<file path="config.mk">
export PLATFORM = sky130hd
export DESIGN_NAME = fetch_stage
export DESIGN_NICKNAME = d
export VERILOG_FILES = /design/src/rtl/fetch_stage_pkg.sv /design/src/rtl/fetch_perf_counters.sv /design/src/rtl/fetch_stage.sv
export SDC_FILE = /design/constraint.sdc
export NUM_CORES = 1
export LEC_CHECK = 0
export CAP_MARGIN = 5
export CORE_UTILIZATION = 44
export DETAILED_ROUTE_END_ITERATION = 10
export PLACE_DENSITY = 0.83
export SLEW_MARGIN = 20
export SYNTH_ARGS = -nofsm -noshare
export SYNTH_HDL_FRONTEND = slang
export SYNTH_SLANG_ARGS = --single-unit
</file>
<file path="constraint.sdc">
create_clock -name clk -period 5.1 [get_ports clk]
set_input_delay 1.02 -clock clk [delete_from_list [all_inputs] [get_ports clk]]
set_output_delay 1.02 -clock clk [all_outputs]
set_load 0.02 [all_outputs]
</file>
<file path="src/rtl/fetch_stage_pkg.sv">
// Shared definitions for the instruction-fetch stage: word width and FSM state encodings.
package fetch_stage_pkg;

    localparam int WORD_SIZE = 16;

    typedef enum logic [1:0] {
        S_REQ   = 2'd0,
        S_WAIT  = 2'd1,
        S_HOLD  = 2'd2,
        S_DRAIN = 2'd3
    } fetch_state_t;

endpackage

</file>
<file path="src/rtl/fetch_perf_counters.sv">
// Saturating fetch statistics, instantiated by fetch_stage only when FETCH_PERF_EN is defined.
module fetch_perf_counters (
    input  logic        clk,
    input  logic        reset_n,
    input  logic        fetch_inc,
    input  logic        miss_inc,
    output logic [15:0] fetch_count,
    output logic [15:0] miss_cycles
);

    always_ff @(posedge clk) begin
        if (!reset_n) begin
            fetch_count <= '0;
            miss_cycles <= '0;
        end else begin
            if (fetch_inc && fetch_count != 16'hFFFF) fetch_count <= fetch_count + 16'd1;
            if (miss_inc && miss_cycles != 16'hFFFF) miss_cycles <= miss_cycles + 16'd1;
        end
    end

endmodule

</file>
<file path="src/rtl/fetch_stage.sv">
// IF stage: I-cache request/response FSM, one-word hold buffer and the IF/ID register.
// Optional statistics outputs (fetch_count, miss_cycles) are built when FETCH_PERF_EN is defined.
module fetch_stage
    import fetch_stage_pkg::*;
#(
    parameter int                   WORD_SIZE   = fetch_stage_pkg::WORD_SIZE,
    parameter logic [WORD_SIZE-1:0] BUBBLE_INST = '0
) (
    input  logic                 clk,
    input  logic                 reset_n,
    input  logic [WORD_SIZE-1:0] pc,
    input  logic [WORD_SIZE-1:0] pc_next_seq,
    input  logic                 flush,
    input  logic                 id_stall,
    output logic                 i_readM,
    output logic [WORD_SIZE-1:0] i_address,
    input  logic [WORD_SIZE-1:0] i_data,
    input  logic                 i_ready,
    output logic                 if_stall,
    output logic                 IF_ID_valid,
    output logic [WORD_SIZE-1:0] IF_ID_inst,
    output logic [WORD_SIZE-1:0] IF_ID_PC,
    output logic [WORD_SIZE-1:0] IF_ID_PC_next_seq
`ifdef FETCH_PERF_EN
    ,
    output logic [15:0]          fetch_count,
    output logic [15:0]          miss_cycles
`endif
);

    fetch_state_t         state, state_next;
    logic [WORD_SIZE-1:0] req_pc, req_pc_next;
    logic [WORD_SIZE-1:0] hold_inst;

    logic                 load;
    logic                 bubble;
    logic                 capture_hold;
    logic [WORD_SIZE-1:0] load_inst, load_pc, load_pc_next;

    // NOTE: every output of this block gets a default first, so no path can infer a latch.
    always_comb begin
        state_next   = state;
        i_readM      = 1'b0;
        i_address    = req_pc;
        if_stall     = 1'b0;
        load         = 1'b0;
        bubble       = 1'b0;
        capture_hold = 1'b0;
        load_inst    = hold_inst;
        load_pc      = req_pc;
        load_pc_next = req_pc_next;

        unique case (state)
            S_REQ: begin
                i_readM      = 1'b1;
                i_address    = pc;
                load_inst    = i_data;
                load_pc      = pc;
                load_pc_next = pc_next_seq;
                if (flush) begin
                    bubble = 1'b1;
                end else if (i_ready && !id_stall) begin
                    load = 1'b1;
                end else if (i_ready) begin
                    capture_hold = 1'b1;
                    if_stall     = 1'b1;
                    state_next   = S_HOLD;
                end else begin
                    if_stall   = 1'b1;
                    state_next = S_WAIT;
                end
            end
            S_WAIT: begin
                i_readM   = 1'b1;
                load_inst = i_data;
                if (flush) begin
                    // The cache cannot cancel, so an unanswered request must be drained.
                    bubble     = 1'b1;
                    state_next = i_ready ? S_REQ : S_DRAIN;
                end else if (i_ready && !id_stall) begin
                    load       = 1'b1;
                    state_next = S_REQ;
                end else if (i_ready) begin
                    capture_hold = 1'b1;
                    if_stall     = 1'b1;
                    state_next   = S_HOLD;
                end else begin
                    if_stall = 1'b1;
                end
            end
            S_HOLD: begin
                if (flush) begin
                    bubble     = 1'b1;
                    state_next = S_REQ;
                end else if (id_stall) begin
                    if_stall = 1'b1;
                end else begin
                    load       = 1'b1;
                    state_next = S_REQ;
                end
            end
            S_DRAIN: begin
                i_readM  = 1'b1;
                if_stall = 1'b1;
                if (i_ready) state_next = S_REQ;
            end
            default: state_next = S_REQ;
        endcase
    end

    // NOTE: sequential state uses non-blocking assignments so every register samples pre-edge values.
    always_ff @(posedge clk) begin
        if (!reset_n) begin
            state             <= S_REQ;
            req_pc            <= '0;
            req_pc_next       <= '0;
            IF_ID_valid       <= 1'b0;
            IF_ID_inst        <= BUBBLE_INST;
            IF_ID_PC          <= '0;
            IF_ID_PC_next_seq <= '0;
        end else begin
            state <= state_next;
            if (state == S_REQ) begin
                req_pc      <= pc;
                req_pc_next <= pc_next_seq;
            end
            // Once ID has consumed the word and nothing new arrives, a bubble is presented.
            if (bubble || (!load && !id_stall)) begin
                IF_ID_valid <= 1'b0;
                IF_ID_inst  <= BUBBLE_INST;
            end else if (load) begin
                IF_ID_valid       <= 1'b1;
                IF_ID_inst        <= load_inst;
                IF_ID_PC          <= load_pc;
                IF_ID_PC_next_seq <= load_pc_next;
            end
        end
    end

    // NOTE: the hold buffer is data-only and left unreset; its occupancy is encoded by S_HOLD.
    always_ff @(posedge clk) begin
        if (capture_hold) hold_inst <= i_data;
    end

`ifdef FETCH_PERF_EN
    fetch_perf_counters u_perf (
        .clk         (clk),
        .reset_n     (reset_n),
        .fetch_inc   (load),
        .miss_inc    (state == S_WAIT || state == S_DRAIN),
        .fetch_count (fetch_count),
        .miss_cycles (miss_cycles)
    );
`endif

endmodule

</file>
==> results.txt, run 1 <==
Slowest Stage Delay on Critical Path = 0.60 ns
RSZ-0062 raised after global routing = no
most used flip-flop cell after synthesis = sky130_fd_sc_hd__dfxtp_1
max-cap violations = 0
class of the most critical setup path = in -> out
first drt pass iteration count = 4
core area = 0.01032 sq mm
worst min-delay path class = reg -> reg
summed instance area of the synthesized netlist = 0.004696 sq mm
post-synthesis instance total = 442
post-route insts no fill = 672
clock buffers created by TritonCTS = 9
critical path required time = 4.08 ns
area leader, netlist = sky130_fd_sc_hd__dfxtp_1
Setup Fix Bufs, Post-CTS = 0
Residual DRC = 0
number of vias in the routed layout = 3710
Mean Syn Cell Area = 10.62 sq um
Yosys reg bits = 99
Max stage delay cell, worst path = sky130_fd_sc_hd__clkdlybuf4s50_1
via count of the first global-routing pass = 3656
number of failing hold endpoints at the final stage = 0
critical path endpoint category = primary output
Die Y-Extent = 105.3 microns
Tot GR Track Use = 0.2123
antenna violations before repair = 0
clock sink count = 99
Max Fanout on Critical Path = 2
TritonCTS clock tree = yes
fraction of post-synthesis cell area in the top cell type by area = 0.3539
layout overhead on the synthesized area = 28.40%
post-CTS sizing = 0
leftover overflow at the end of global routing = 0
Layout Nets = 584
worst clock skew on the final layout = 0.007022 ns
top post-synthesis cells by count = sky130_fd_sc_hd__dfxtp_1 (83), sky130_fd_sc_hd__inv_1 (50), sky130_fd_sc_hd__a211oi_1 (48), sky130_fd_sc_hd__o21a_1 (48), sky130_fd_sc_hd__nor3b_1 (27)
library cell appearing most often on the critical path = sky130_fd_sc_hd__clkdlybuf4s50_1
Warnings, synthesis = 0
count of unique library cells instantiated by Yosys = 32
synthesized netlist net count = 495
count of hold buffers inserted by post-cts repair = 0
number of port buffers = 119
Placed Instance Area = 0.005838 sq mm
CTS root buf = sky130_fd_sc_hd__clkbuf_8
width of the chip = 105.3 microns
worst slew pin tran = 1.064 ns
final sum of negative setup slack = 0 ns
final design area excluding fillers = 0.006030 sq mm
main combinational cell family by area after synthesis = compound AO/OA/AOI/OAI gates
cells along the critical path = clkdlybuf4s50_1 -> nor3b_1 -> or2_1 -> clkdlybuf4s50_1
arrival time reported for the critical path endpoint = 2.59 ns
WL met2 = 5372 microns
fraction of the mapped netlist area in simple logic gates = 0.1202
top post-synthesis cells by area = sky130_fd_sc_hd__dfxtp_1 (35%), sky130_fd_sc_hd__edfxtp_1 (10%), sky130_fd_sc_hd__a211oi_1 (7.7%), sky130_fd_sc_hd__o21a_1 (7.7%), sky130_fd_sc_hd__nor3b_1 (4.3%)
fraction of the yosys area taken by sequential cells = 0.4562
number of synthesized flops with an enable pin = 16
largest net degree at the start of global routing = 90
worst slack at placement = 1.474 ns
violation count after the first detailed-route iteration = 122
count of inserted antenna diode cells = 0
routed length on met3 = 561 microns
clock period minus final worst setup slack = 3.612 ns
sort of element at the start of the critical path = input port
Initial Utilization = 0.4549
Max rail drop VDD = 0.0001992 V
vias per inst = 5.521
fraction of registers with async set or reset after synthesis = 0
power per standard cell area = 274.6 mW/mm^2
area of the die = 0.01109 sq mm
complex-gate fraction of the synthesized area = 0.2880
crit share post-route = 0.7083
post-DR wirelength/cell = 16.83 microns
DRT antenna net count = 0
clock latency at the later pin of the worst-skew pair = 0.38 ns
aggregate routed wire length = 11310 microns
proportion of layout cells with a drive suffix above 1 = 0.1493
Worst Slack Setup Final = 1.488 ns
share of the synthesized netlist area taken by xor and xnor gates = 0
number of instances in the placed design = 656
Post-Route M1 WL = 5204 microns
adder-cell area share of the yosys netlist = 0
number of rows in the core area = 37
proportion of synthesized area in mux cells = 0.03837
H-tree depth = 3
final core utilization = 0.5841
top achievable clock speed = 0.2768 GHz
wire length of the first global-routing pass = 18490 microns
status = completed
relative slew slack = 0.2905
Leakage Power = 1.945 nW
Reg clk slew, reported paths = 0.09 ns
I/O pins = 120
highest routed metal layer = met4
Slew Viols, Final = 0
CTS Buffer Depth = 2
Final setup violation count = 0
half-perimeter wire length of the detailed placement result = 6965 microns
most numerous cell in the Yosys netlist = sky130_fd_sc_hd__dfxtp_1
gp weighted congestion = 0.7542
-- path summary, 6_finish.rpt --
path / from / endpoint / slack (ns) / depth (start not counted)
setup / recovery: pc[14] / i_address[14] / 1.49 / 4
hold / removal: IF_ID_PC[15]$_SDFFE_PN0P_ / IF_ID_PC[15]$_SDFFE_PN0P_ / 0.46 / 2
setup reg to reg: state[0]$_SDFFE_PN0P_ / IF_ID_inst[14]$_SDFFE_PP0P_ / 2.23 / 4
hold reg to reg: IF_ID_PC[15]$_SDFFE_PN0P_ / IF_ID_PC[15]$_SDFFE_PN0P_ / 0.46 / 2
-- kinds of logic after synthesis --
kind of cell	Yosys count
AOI/OAI and AO/OA	152
DFF	99
buffers and inverters	97
and+or+nand+nor	78
muxes	16
-- layout make-up --
class	instances	area [sq um]
Fill cell	890	4294
Timing Repair Buffer	124	1229
Multi-Input combinational cell	246	2107
Tap cell	136	170.2
Clock inverter	6	57.56
Sequential cell	99	2147
Clock buffer	10	127.6
Inverter	51	191.4
-- critical path: cells and delay by family --
family | cells | cell delay [ns]
buffers and inverters | 2 | 1.07
and+or+nand+nor | 2 | 0.51
-- per-layer routing --
layer  track usage  vias up
li1              -     1780
met1        0.2650     1821
met2        0.3534       96
met3       0.06246       13
met4       0.06237        0
met5             0        -
-- power by group --
group | total (mW) | leakage (nW) | switching (mW) | internal [mW]
logic | 0.303 | 1.02 | 0.152 | 0.152
clock network | 0.489 | 0.0958 | 0.266 | 0.224
registers | 0.863 | 0.829 | 0.0303 | 0.833
-- flip-flops by register name (all words and copies together) (netlist names) --
| signal | count |
|---|---|
| req_pc_next | 16 |
| IF_ID_PC | 16 |
| req_pc | 16 |
| IF_ID_valid | 1 |
| hold_inst | 16 |
| IF_ID_PC_next_seq | 16 |
| state | 2 |
| IF_ID_inst | 16 |
-- layout by cell type, fill, tap and decap left out, drive strengths merged, types with 2 or more instances in the layout --
cell,n
a21oi,2
clkinv,5
and2,16
edfxtp,16
clkbuf,10
or2,17
nand2b,3
o21ai,2
dfxtp,83
nor3b,33
a211oi,64
mux2,16
buf,5
clkdlybuf4s50,119
o21a,48
inv,50
nor2,4
a2111oi,32
-- metrics by stage --
step,power [mW],hold slack [ns]
after CTS,1.671,0.4637
after detailed placement,1.185,0.4465
after floorplan,1.057,0.5222
final,1.656,0.4584
after global routing,1.730,0.4803
after global placement,1.175,0.4362
No activity file was read; power rests on OpenSTA's default activity.
==> run 2, diff against run 1 <==
==> constraint.sdc (replaced) <==
create_clock -name clk -period 3.4 [get_ports clk]
set_input_delay 0.68 -clock clk [delete_from_list [all_inputs] [get_ports clk]]
set_output_delay 0.68 -clock clk [all_outputs]
set_load 0.02 [all_outputs]
==> run 2 against run 1 <==
- die area unchanged
- clock power up 38%
- combinational power up 58%
- cell count up 1.2%
- critical path depth is 1 higher
- clock-buffer cell count increased by 1
- first-iteration DRC count is 16% higher
- via count up 1.2%
- utilization grew 0.62 points
- register-to-register slack got worse by 1.3 ns
- hold slack gained 0.0022 ns
- non-clock buffer count rose by 8
- critical path type unchanged
- largest power group unchanged
==> results.txt, run 2 (same netlist as run 1, synthesis figures left out) <==
status = completed
Setup Fix Bufs, Post-CTS = 0
Slew Viols, Final = 0
max-cap violations = 0
post-route insts no fill = 680
clock latency at the later pin of the worst-skew pair = 0.35 ns
critical path required time = 2.72 ns
number of vias in the routed layout = 3754
Die Y-Extent = 105.3 microns
aggregate routed wire length = 11660 microns
worst slew pin tran = 0.6582 ns
post-DR wirelength/cell = 17.15 microns
worst clock skew on the final layout = 0.003214 ns
count of hold buffers inserted by post-cts repair = 0
H-tree depth = 3
class of the most critical setup path = in -> out
Slowest Stage Delay on Critical Path = 0.63 ns
arrival time reported for the critical path endpoint = 2.23 ns
relative slew slack = 0.5610
via count of the first global-routing pass = 3735
power per standard cell area = 400.3 mW/mm^2
Final setup violation count = 0
I/O pins = 120
number of port buffers = 119
Layout Nets = 592
worst min-delay path class = reg -> reg
antenna violations before repair = 0
first drt pass iteration count = 5
sort of element at the start of the critical path = input port
CTS root buf = sky130_fd_sc_hd__clkbuf_8
final core utilization = 0.5902
largest net degree at the start of global routing = 65
wire length of the first global-routing pass = 18750 microns
DRT antenna net count = 0
violation count after the first detailed-route iteration = 141
Critical path buffers and inverters = 2
Reg clk slew, reported paths = 0.09 ns
layout overhead on the synthesized area = 29.76%
Tot GR Track Use = 0.2128
Max Fanout on Critical Path = 7
proportion of layout cells with a drive suffix above 1 = 0.1581
worst reg2reg setup slack = 0.96 ns
critical path endpoint category = primary output
top achievable clock speed = 0.3440 GHz
overall power = 2.439 mW
Residual DRC = 0
clock sink count = 99
gp weighted congestion = 0.7580
Max stage delay cell, worst path = sky130_fd_sc_hd__clkdlybuf4s50_1
worst slack at placement = 0.4635 ns
number of filler instances in the final layout = 875
cell class contributing the biggest share of worst-path delay = buffers and inverters
Max rail drop VDD = 0.0002191 V
vias per inst = 5.521
commonest cells after routing, fill and taps aside = sky130_fd_sc_hd__clkdlybuf4s50_1 (119), sky130_fd_sc_hd__dfxtp_1 (81), sky130_fd_sc_hd__inv_1 (50), sky130_fd_sc_hd__o21a_1 (48), sky130_fd_sc_hd__a211oi_1 (48)
CTS Buffer Depth = 2
number of failing hold endpoints at the final stage = 0
crit share post-route = 0.8550
Worst Hold Margin = 0.4606 ns
cells along the critical path = clkdlybuf4s50_1 -> nor2_1 -> nor2_1 -> o21ai_0 -> clkdlybuf4s50_1
Placed Instance Area = 0.005923 sq mm
most frequent standard cell in the layout excluding fill and tap cells = sky130_fd_sc_hd__clkdlybuf4s50_1
area of the die = 0.01109 sq mm
final design area excluding fillers = 0.006093 sq mm
width of the chip = 105.3 microns
number of rows in the core area = 37
Worst Slack Setup Final = 0.4930 ns
RSZ-0062 raised after global routing = no
core area = 0.01032 sq mm
leftover overflow at the end of global routing = 0
Initial Utilization = 0.4549
TritonCTS clock tree = yes
clock period minus final worst setup slack = 2.907 ns
Leakage Power = 1.980 nW
post-CTS sizing = 0
half-perimeter wire length of the detailed placement result = 7639 microns
number of instances in the placed design = 664
final sum of negative setup slack = 0 ns
clock buffers created by TritonCTS = 9
count of inserted antenna diode cells = 0
[run 2: changes by cell type in the layout (fill, tap and decap cells not counted)]
cell                        change
sky130_fd_sc_hd__clkbuf_8       +1
sky130_fd_sc_hd__clkinv_4       +1
sky130_fd_sc_hd__bufinv_16      -1
sky130_fd_sc_hd__buf_12         +2
sky130_fd_sc_hd__clkinv_1       +2
sky130_fd_sc_hd__a21o_4         -1
sky130_fd_sc_hd__a21o_2         +1
sky130_fd_sc_hd__buf_4          +6
sky130_fd_sc_hd__clkinv_2       -3
[run 2: layout make-up]
| type | count | area, sq um | share of cell area |
|---|---|---|---|
| sequential | 99 | 2147 | 0.3524 |
| multi-input combinational | 246 | 2101 | 0.3448 |
| timing repair buffer | 132 | 1314 | 0.2156 |
| inverter | 51 | 191.4 | 0.03142 |
| tap | 136 | 170.2 | 0.02793 |
| clock buffer | 11 | 141.4 | 0.02320 |
| clock inverter | 5 | 28.78 | 0.004723 |
[run 2: per-layer routing]
layer	track usage	wire (microns)	vias up
li1	-	-	1802
met1	0.2728	5236	1836
met2	0.3581	5717	100
met3	0.03525	517	16
met4	0.08048	188	0
met5	0	0	-
[run 2: tightest hold or removal path, stage by stage (launching register included)]
cell and delay, ns:
sky130_fd_sc_hd__dfxtp_1 0.32, sky130_fd_sc_hd__inv_1 0.05, sky130_fd_sc_hd__a211oi_1 0.05
[run 2: path summary, 6_finish.rpt]
path                                    from                          to  depth (start not counted)
setup reg to reg       state[0]$_SDFFE_PN0P_  IF_ID_inst[2]$_SDFFE_PP0P_                          6
hold / removal    IF_ID_inst[6]$_SDFFE_PP0P_  IF_ID_inst[6]$_SDFFE_PP0P_                          2
setup / recovery                     i_ready                    if_stall                          5
hold reg to reg   IF_ID_inst[6]$_SDFFE_PP0P_  IF_ID_inst[6]$_SDFFE_PP0P_                          2
[run 2: power breakdown]
group          leakage [nW]  internal (mW)  switching [mW]
clock                0.0844          0.282           0.395
combinational          1.07          0.236           0.243
sequential            0.829           1.25          0.0331
